[src/rtl/tiny_pkg.sv]
// Shared types for the boot sequencer: processor mode encodings, FSM state
// encoding and the state-to-mode decode used by the top level.
package tiny_pkg;

    typedef enum logic [1:0] {
        MODE_IDLE = 2'b00,
        MODE_LOAD = 2'b01,
        MODE_RUN  = 2'b10,
        MODE_DBG  = 2'b11
    } mode_t;

    typedef enum logic [2:0] {
        ST_IDLE,
        ST_HOLD,
        ST_FETCH,
        ST_SHIFT,
        ST_ACK,
        ST_RUN,
        ST_ERR
    } boot_state_t;

    localparam int WORD_W = 8;
    localparam int ADDR_W = 4;
    localparam int CNT_W  = 8;

    function automatic mode_t mode_for_state(input boot_state_t st);
        case (st)
            ST_HOLD, ST_FETCH, ST_SHIFT, ST_ACK: return MODE_LOAD;
            ST_RUN:                              return MODE_RUN;
            default:                             return MODE_IDLE;
        endcase
    endfunction

endpackage

[src/rtl/boot_sequencer_bit_shifter.sv]
// 8-bit parallel-load, MSB-first serializer with a bit counter that flags
// the final bit of the current word.
module bit_shifter
    import tiny_pkg::*;
(
    input  logic              clk,
    input  logic              rst,
    input  logic              load,
    input  logic              shift_en,
    input  logic [WORD_W-1:0] data_in,
    output logic              bit_out,
    output logic              last_bit
);

    localparam int BCNT_W = $clog2(WORD_W);

    logic [WORD_W-1:0] sreg_q, sreg_d;
    logic [BCNT_W-1:0] cnt_q, cnt_d;

    always_comb begin
        sreg_d = sreg_q;
        cnt_d  = cnt_q;
        if (load) begin
            sreg_d = data_in;
            cnt_d  = '0;
        end else if (shift_en) begin
            sreg_d = {sreg_q[WORD_W-2:0], 1'b0};
            cnt_d  = cnt_q + BCNT_W'(1);
        end
    end

    always_ff @(posedge clk or posedge rst) begin
        if (rst) begin
            sreg_q <= '0;
            cnt_q  <= '0;
        end else begin
            sreg_q <= sreg_d;
            cnt_q  <= cnt_d;
        end
    end

    assign bit_out  = sreg_q[WORD_W-1];
    assign last_bit = (cnt_q == BCNT_W'(WORD_W - 1));

endmodule

[src/rtl/boot_sequencer.sv]
// Boot sequencer: holds the core in reset, then streams N_WORDS image words
// serially to it, waiting for a per-word acknowledge with a timeout.
module boot_sequencer
    import tiny_pkg::*;
#(
    parameter int N_WORDS     = 16,
    parameter int ACK_TIMEOUT = 255,
    parameter int HOLD_CYC    = 4
) (
    input  logic              clk,
    input  logic              rst,
    input  logic              start,
    output logic [ADDR_W-1:0] rom_addr,
    input  logic [WORD_W-1:0] rom_data,
    output logic [1:0]        mode_out,
    output logic              mosi_out,
    input  logic              done_in,
    output logic              core_rst_n,
    output logic              busy,
    output logic              done_out,
    output logic              err
);

    localparam logic [ADDR_W-1:0] LAST_ADDR = ADDR_W'(N_WORDS - 1);
    localparam logic [CNT_W-1:0]  TMO_LAST  = CNT_W'(ACK_TIMEOUT - 1);
    localparam logic [CNT_W-1:0]  HOLD_LAST = CNT_W'(HOLD_CYC - 1);

    boot_state_t       state_q, state_d;
    logic [CNT_W-1:0]  hold_q, hold_d;
    logic [CNT_W-1:0]  tmo_q, tmo_d;
    logic [ADDR_W-1:0] addr_q, addr_d;
    logic              done_q, done_d;
    logic              load, shift_en;
    logic              bit_out, last_bit;

    bit_shifter u_shifter (
        .clk      (clk),
        .rst      (rst),
        .load     (load),
        .shift_en (shift_en),
        .data_in  (rom_data),
        .bit_out  (bit_out),
        .last_bit (last_bit)
    );

    // Every boot (first, reboot from RUN, or retry from ERR) restarts at word 0.
    always_comb begin
        state_d  = state_q;
        hold_d   = hold_q;
        tmo_d    = tmo_q;
        addr_d   = addr_q;
        load     = 1'b0;
        shift_en = 1'b0;
        case (state_q)
            ST_IDLE, ST_RUN, ST_ERR: begin
                if (start) begin
                    state_d = ST_HOLD;
                    hold_d  = '0;
                    addr_d  = '0;
                end
            end
            ST_HOLD: begin
                if (hold_q == HOLD_LAST) begin
                    state_d = ST_FETCH;
                end else begin
                    hold_d = hold_q + CNT_W'(1);
                end
            end
            ST_FETCH: begin
                load    = 1'b1;
                state_d = ST_SHIFT;
            end
            ST_SHIFT: begin
                shift_en = 1'b1;
                if (last_bit) begin
                    state_d = ST_ACK;
                    tmo_d   = '0;
                end
            end
            ST_ACK: begin
                tmo_d = tmo_q + CNT_W'(1);
                // An acknowledge arriving in the timeout cycle still counts.
                if (done_in) begin
                    if (addr_q == LAST_ADDR) begin
                        state_d = ST_RUN;
                    end else begin
                        addr_d  = addr_q + ADDR_W'(1);
                        state_d = ST_FETCH;
                    end
                end else if (tmo_q == TMO_LAST) begin
                    state_d = ST_ERR;
                end
            end
            default: begin
                state_d = ST_IDLE;
            end
        endcase
        done_d = (state_d == ST_RUN) && (state_q != ST_RUN);
    end

    always_ff @(posedge clk or posedge rst) begin
        if (rst) begin
            state_q <= ST_IDLE;
            hold_q  <= '0;
            tmo_q   <= '0;
            addr_q  <= '0;
            done_q  <= 1'b0;
        end else begin
            state_q <= state_d;
            hold_q  <= hold_d;
            tmo_q   <= tmo_d;
            addr_q  <= addr_d;
            done_q  <= done_d;
        end
    end

    assign rom_addr   = addr_q;
    assign mode_out   = mode_for_state(state_q);
    assign mosi_out   = (state_q == ST_SHIFT) && bit_out;
    assign core_rst_n = state_q inside {ST_FETCH, ST_SHIFT, ST_ACK, ST_RUN};
    assign busy       = state_q inside {ST_HOLD, ST_FETCH, ST_SHIFT, ST_ACK};
    assign err        = (state_q == ST_ERR);
    assign done_out   = done_q;

endmodule
[config.mk]
export PLATFORM = sky130hd
export DESIGN_NAME = boot_sequencer
export DESIGN_NICKNAME = d
export VERILOG_FILES = /design/src/rtl/tiny_pkg.sv /design/src/rtl/boot_sequencer_bit_shifter.sv /design/src/rtl/boot_sequencer.sv
export SDC_FILE = /design/constraint.sdc
export NUM_CORES = 1
export LEC_CHECK = 0
export ABC_AREA = 1
export CORE_UTILIZATION = 50
export DETAILED_ROUTE_END_ITERATION = 8
export DONT_BUFFER_PORTS = 1
export HOLD_SLACK_MARGIN = 0.05
export RECOVER_POWER = 25
export SLEW_MARGIN = 20
export SYNTH_ARGS = -nofsm -noshare
export SYNTH_HDL_FRONTEND = slang
export SYNTH_HIERARCHICAL = 1
export SYNTH_SLANG_ARGS = --single-unit
[constraint.sdc]
create_clock -name clk -period 2 [get_ports clk]
set_clock_uncertainty 0.2 [all_clocks]
set_input_delay 0.3 -clock clk [delete_from_list [all_inputs] [get_ports clk]]
set_output_delay 0.3 -clock clk [all_outputs]
set_load 0.02 [all_outputs]
# After elaboration in Yosys (flattened, before gate mapping)
# Index checks and enable logic that the tools add are counted.
dict set report word_totals {
  ram_bits 0
  inputBits 12
  latchBits 0
  register_bits 35
  mem_count 0
  rom_bits 0
  output_inout_bits 11
  elab_cells 65
}
dict set report op_classes {
  add_sub_neg 4
  bitwise 0
  n_mul 0
  shift 0
  n_lt_le_gt_ge 0
  reduce_logical 14
  mux 23
  n_eq_ne 17
  div_mod_pow 0
}
# op n
set op_table {}
lappend op_table {{$mux W8} 5}
lappend op_table {{$pmux W8 S2} 2}
lappend op_table {{$mux W3} 8}
lappend op_table {{$add A8 B1 Y8 const B} 2}
lappend op_table {{$eq A3 B3 Y1 const B} 5}
lappend op_table {{$pmux W3 S5} 1}
lappend op_table {{$mux W4} 3}
lappend op_table {{$ne A2 B2 Y1 const B} 5}
lappend op_table {{$eq A8 B2 Y1 const B} 1}
lappend op_table {{$eq A8 B8 Y1 const B} 1}
lappend op_table {{$pmux W4 S2} 1}
lappend op_table {{$reduce_bool A2 Y1} 4}
lappend op_table {{$reduce_bool A4 Y1} 2}
lappend op_table {{$eq A3 B2 Y1 const B} 2}
lappend op_table {{$add A4 B1 Y4 const B} 1}
lappend op_table {{$eq A4 B4 Y1 const B} 1}
lappend op_table {{$pmux W2 S2} 1}
lappend op_table {{$reduce_and A4 Y1} 1}
lappend op_table {{$reduce_or A4 Y1} 1}
lappend op_table {{$add A3 B1 Y3 const B} 1}
lappend op_table {{$eq A3 B1 Y1 const B} 1}
lappend op_table {{$logic_not A3 Y1} 1}
lappend op_table {{$ne A3 B3 Y1 const B} 1}
lappend op_table {{$reduce_and A3 Y1} 1}
lappend op_table {{4 further kinds} 6}

# Longest topological paths before layout
dict set report logic_depth {
  word_depth 6
  mapped_depth 9
  ltp_nobuf 9
}

# Hierarchy
# The synthesis kept the hierarchy.
# module seq_area_each_um2 instances area_each_um2 cells_each
set modules_own_cells {}
lappend modules_own_cells {boot_sequencer 600.6 1 1557.7 222}
lappend modules_own_cells {bit_shifter 275.3 1 511.7 59}

# Worst setup path before layout
# No wires, ideal clock.
dict set report synth_path {
  kind {reg-to-output}
  from {register state_q[1]}
  to {output mode_out[0]}
  arrival_time_ns 1.041
  path_stages_with_launch 6
  required_time_ns 1.500
  setup_slack_ns 0.459
  cell_sequence {dfrtp_1 nor2_2 nand2_4 inv_2 nor2_1 nand2_1}
}
dict set report synth_via {
  elab_chain_cells 3
}
# item line
set synth_lines {}
lappend synth_lines {{from (decl)} boot_sequencer.sv:28} ;# boot_state_t state_q, state_d;
lappend synth_lines {{from (signal assigned)} boot_sequencer.sv:109} ;# state_q <= state_d;
lappend synth_lines {{$eq A3 B2 Y1, or another cell as far along} tiny_pkg.sv:27} ;# case (st)
lappend synth_lines {{$reduce_or A4 Y1} tiny_pkg.sv:27}
lappend synth_lines {{$pmux W2 S2 *} tiny_pkg.sv:27}
lappend synth_lines {{to (decl)} boot_sequencer.sv:15} ;# output logic [1:0] mode_out,
# Mark *: on every way between the ends. The rest lies on a longest branch, timed or not.

# Final worst setup path
# Ends and elaborated chain as after synthesis.

==> impl_metrics.ini <==
[status]
status = finished clean

[cts]
path_clk_slew_ns = 0.07
htree_levels = 2
cts_tree = yes
clkSinkCount = 35
cts_root_buf = clkbuf_8
clockBufferDepth = 2
postCtsSetupBuffers = 0
cts_buffers = 5
clkLatencyLatePin_ns = 0.29

[placed_design]
dpl_worst_slack_ns = 0.2889
gp_congestion = 0.8082
dp_hpwl_um = 3087
port_buffers = 0

[power_and_ir_drop]
p_clk_share_pct = 27.2
power_density_nw_per_um2 = 1203
switching_share_pct = 39.64
comb_power_share_pct = 35.7
cellLeakagePower_nw = 1.301
ir_worst_vdd_uv = 765.1
p_seq_share_pct = 37.2
internal-power_w = 0.001728
power_switching_w = 0.001135

[timing]
hold_viol = 0
rsz0062_at_grt = no
relSlewSlack_pct = 56.12
fin_crit_sh_pct = 94.94
max_freq_mhz = 526.6
setup_tns_ns = 0
tightest_slew_ns = 0.6582
finalMaxSlewViolations = 0
layout_setup_ws_ns = 0.1012
fin_crit_ns = 1.899
finalSetupViolations = 0
whs_ns = 0.06599

[drt]
wire_per_inst_um = 12.36
via_per_inst = 5.060
route.antenna.remaining_nets = 0
drtIter0Drc = 135
vias = 1771
drc_errors = 0
routed_wl_um = 4326
dr.pass1.iters = 4

[setup_path]
cp.required_ns = 1.50
cp.arrival_ns = 1.40
endpoint_kind = output pin
crit_fanout = 10
start_kind = flip-flop
worstSetupPathType = flip-flop to output pin

[die]
core_area_um2 = 4000
rows = 23
fp.dieH_um = 66.34
die_area_um2 = 4400
start_util_pct = 51.74
die_w_um = 66.34
pin_count = 23

[yosys]
yosysTopAreaCellShare_pct = 42.32
synthesis.nets = 300
synth-seq-cells = 35
avgSynthCellArea_um2 = 7.365
seq_area_frac_synth_pct = 42.32
synth_enable_flop_cells = 0
yosysTopAreaCell = dfrtp_1
ys_warn_count = 6
syn_area_um2 = 2069
synth_flop_cell = dfrtp_1
synth_most_common_cell = nand2_1
synthTopCellsByArea = dfrtp_1 42%, nand2_1 16%, nand3_1 10%, inv_1 6.2%, ha_1 4.2%
ys_types = 25
synthTopCellsByCount = 87 x nand2_1, 43 x nand3_1, 35 x dfrtp_1
syn_inst = 281
ys_async_sr_fraction_pct = 100.0

[layout]
syn2layout_area_growth_pct = 14.99
num_antenna_cells = 0
fin_nets = 318
drive_gt1_share_pct = 11.33

[global_routing]
antenna_found_initial = 0
grt_pass1_vias = 1680
grt_max_degree = 25
grt_overflow = 0
grt_usage_pct = 22.68
grt_pass1_wl_um = 7396

[run]
drv_cap = 0

[hold_path]
hp-class = input pin to flip-flop
-- cells in the final DEF, fill, tap and decap left out, types with 5 or more instances in the layout --
master / synthesis / final
dlygate4sd3_1: 0 / 10
nand3_1: 43 / 43
clkbuf_8: 0 / 5
nand4_1: 6 / 6
ha_1: 7 / 7
o21ai_0: 10 / 10
nor2_1: 23 / 23
inv_1: 34 / 34
nand2_1: 87 / 87
nand3_2: 5 / 5
dfrtp_1: 35 / 33
-- state kept, by name, indices dropped and copies added (netlist names) --
name              flops
tmo_q                 8
u_shifter/sreg_q      8
u_shifter/cnt_q       3
state_q               3
done_out              1
hold_q                8
rom_addr              4
-- critical path, cell delays in order, from the launching register on --
cell and delay [ns]:
dfrtp_2 0.47, nor2_4 0.18, nand2_4 0.12, inv_4 0.12, nor2_1 0.05, nand2_1 0.17
-- layout make-up --
cell class                 count  area, µm²
timing repair buffer          13      120.1
tap                           50      62.56
fill                         364       1620
inverter                      40      153.9
multi-input combinational    204       1028
sequential                    35      878.3
clock buffer                   5      68.82
clock inverter                 3      67.56
-- timing repair --
item	4_1_cts	5_1_grt
gates resized for setup	2	2
endpoints found under the setup margin	1	1
pin swaps	0	0
gates cloned	0	0
hold endpoints to repair	45	0
hold buffers	10	0
-- per-layer routing --
metal	up-vias	wire length [µm]	GRT usage, %
met5	-	0	0
met2	25	1950	34.82
met1	810	2152	29.55
li1	928	-	-
met3	8	139	6.207
met4	0	83	10.37
-- cell families (layout without fill, tap and decap cells) --
family	count (synthesis)	count (layout)	synth area share [%]
compound gates	13	13	3.144
xor+xnor	3	3	1.270
fa+ha+maj	7	7	4.232
buf+inv	42	61	8.222
flops	35	35	42.32
simple gates	181	181	40.81
-- through the flow --
step,cells,total power (W),area (µm²),util (%)
final,350,0.002863,2380,59.49
after global routing,350,0.003075,2380,59.49
after CTS,350,0.002893,2379,59.46
after detailed placement,332,0.002076,2136,53.39
after global placement,332,0.002062,2136,53.39
after floorplan,281,0.001846,2069,-
-- power by group through the flow --
stage                     combinational (W)  sequential (W)  clock (W)
after floorplan                    0.000822         0.00102          0
after global placement              0.00100         0.00106          0
after detailed placement            0.00101         0.00106          0
after CTS                           0.00103         0.00106   0.000798
after global routing                0.00117         0.00109   0.000817
final                               0.00102         0.00106   0.000778
-- path summary, 6_finish.rpt --
kind / slack, ns / to / cells after the start / startpoint
worst max-delay path: 0.10 / mode_out[0] / 5 / state_q[1]
worst min-delay path: 0.07 / state_q[2] / 3 / start
worst max register to register: 0.33 / rom_addr[0] / 7 / rom_addr[0]
worst min register to register: 0.28 / u_shifter/sreg_q[0] / 2 / u_shifter/sreg_q[0]
max in group asynchronous: 0.66 / state_q[1] / 3 / rst
min in group asynchronous: 0.28 / u_shifter/sreg_q[4] / 2 / rst
(Power assumes the default switching activity.)
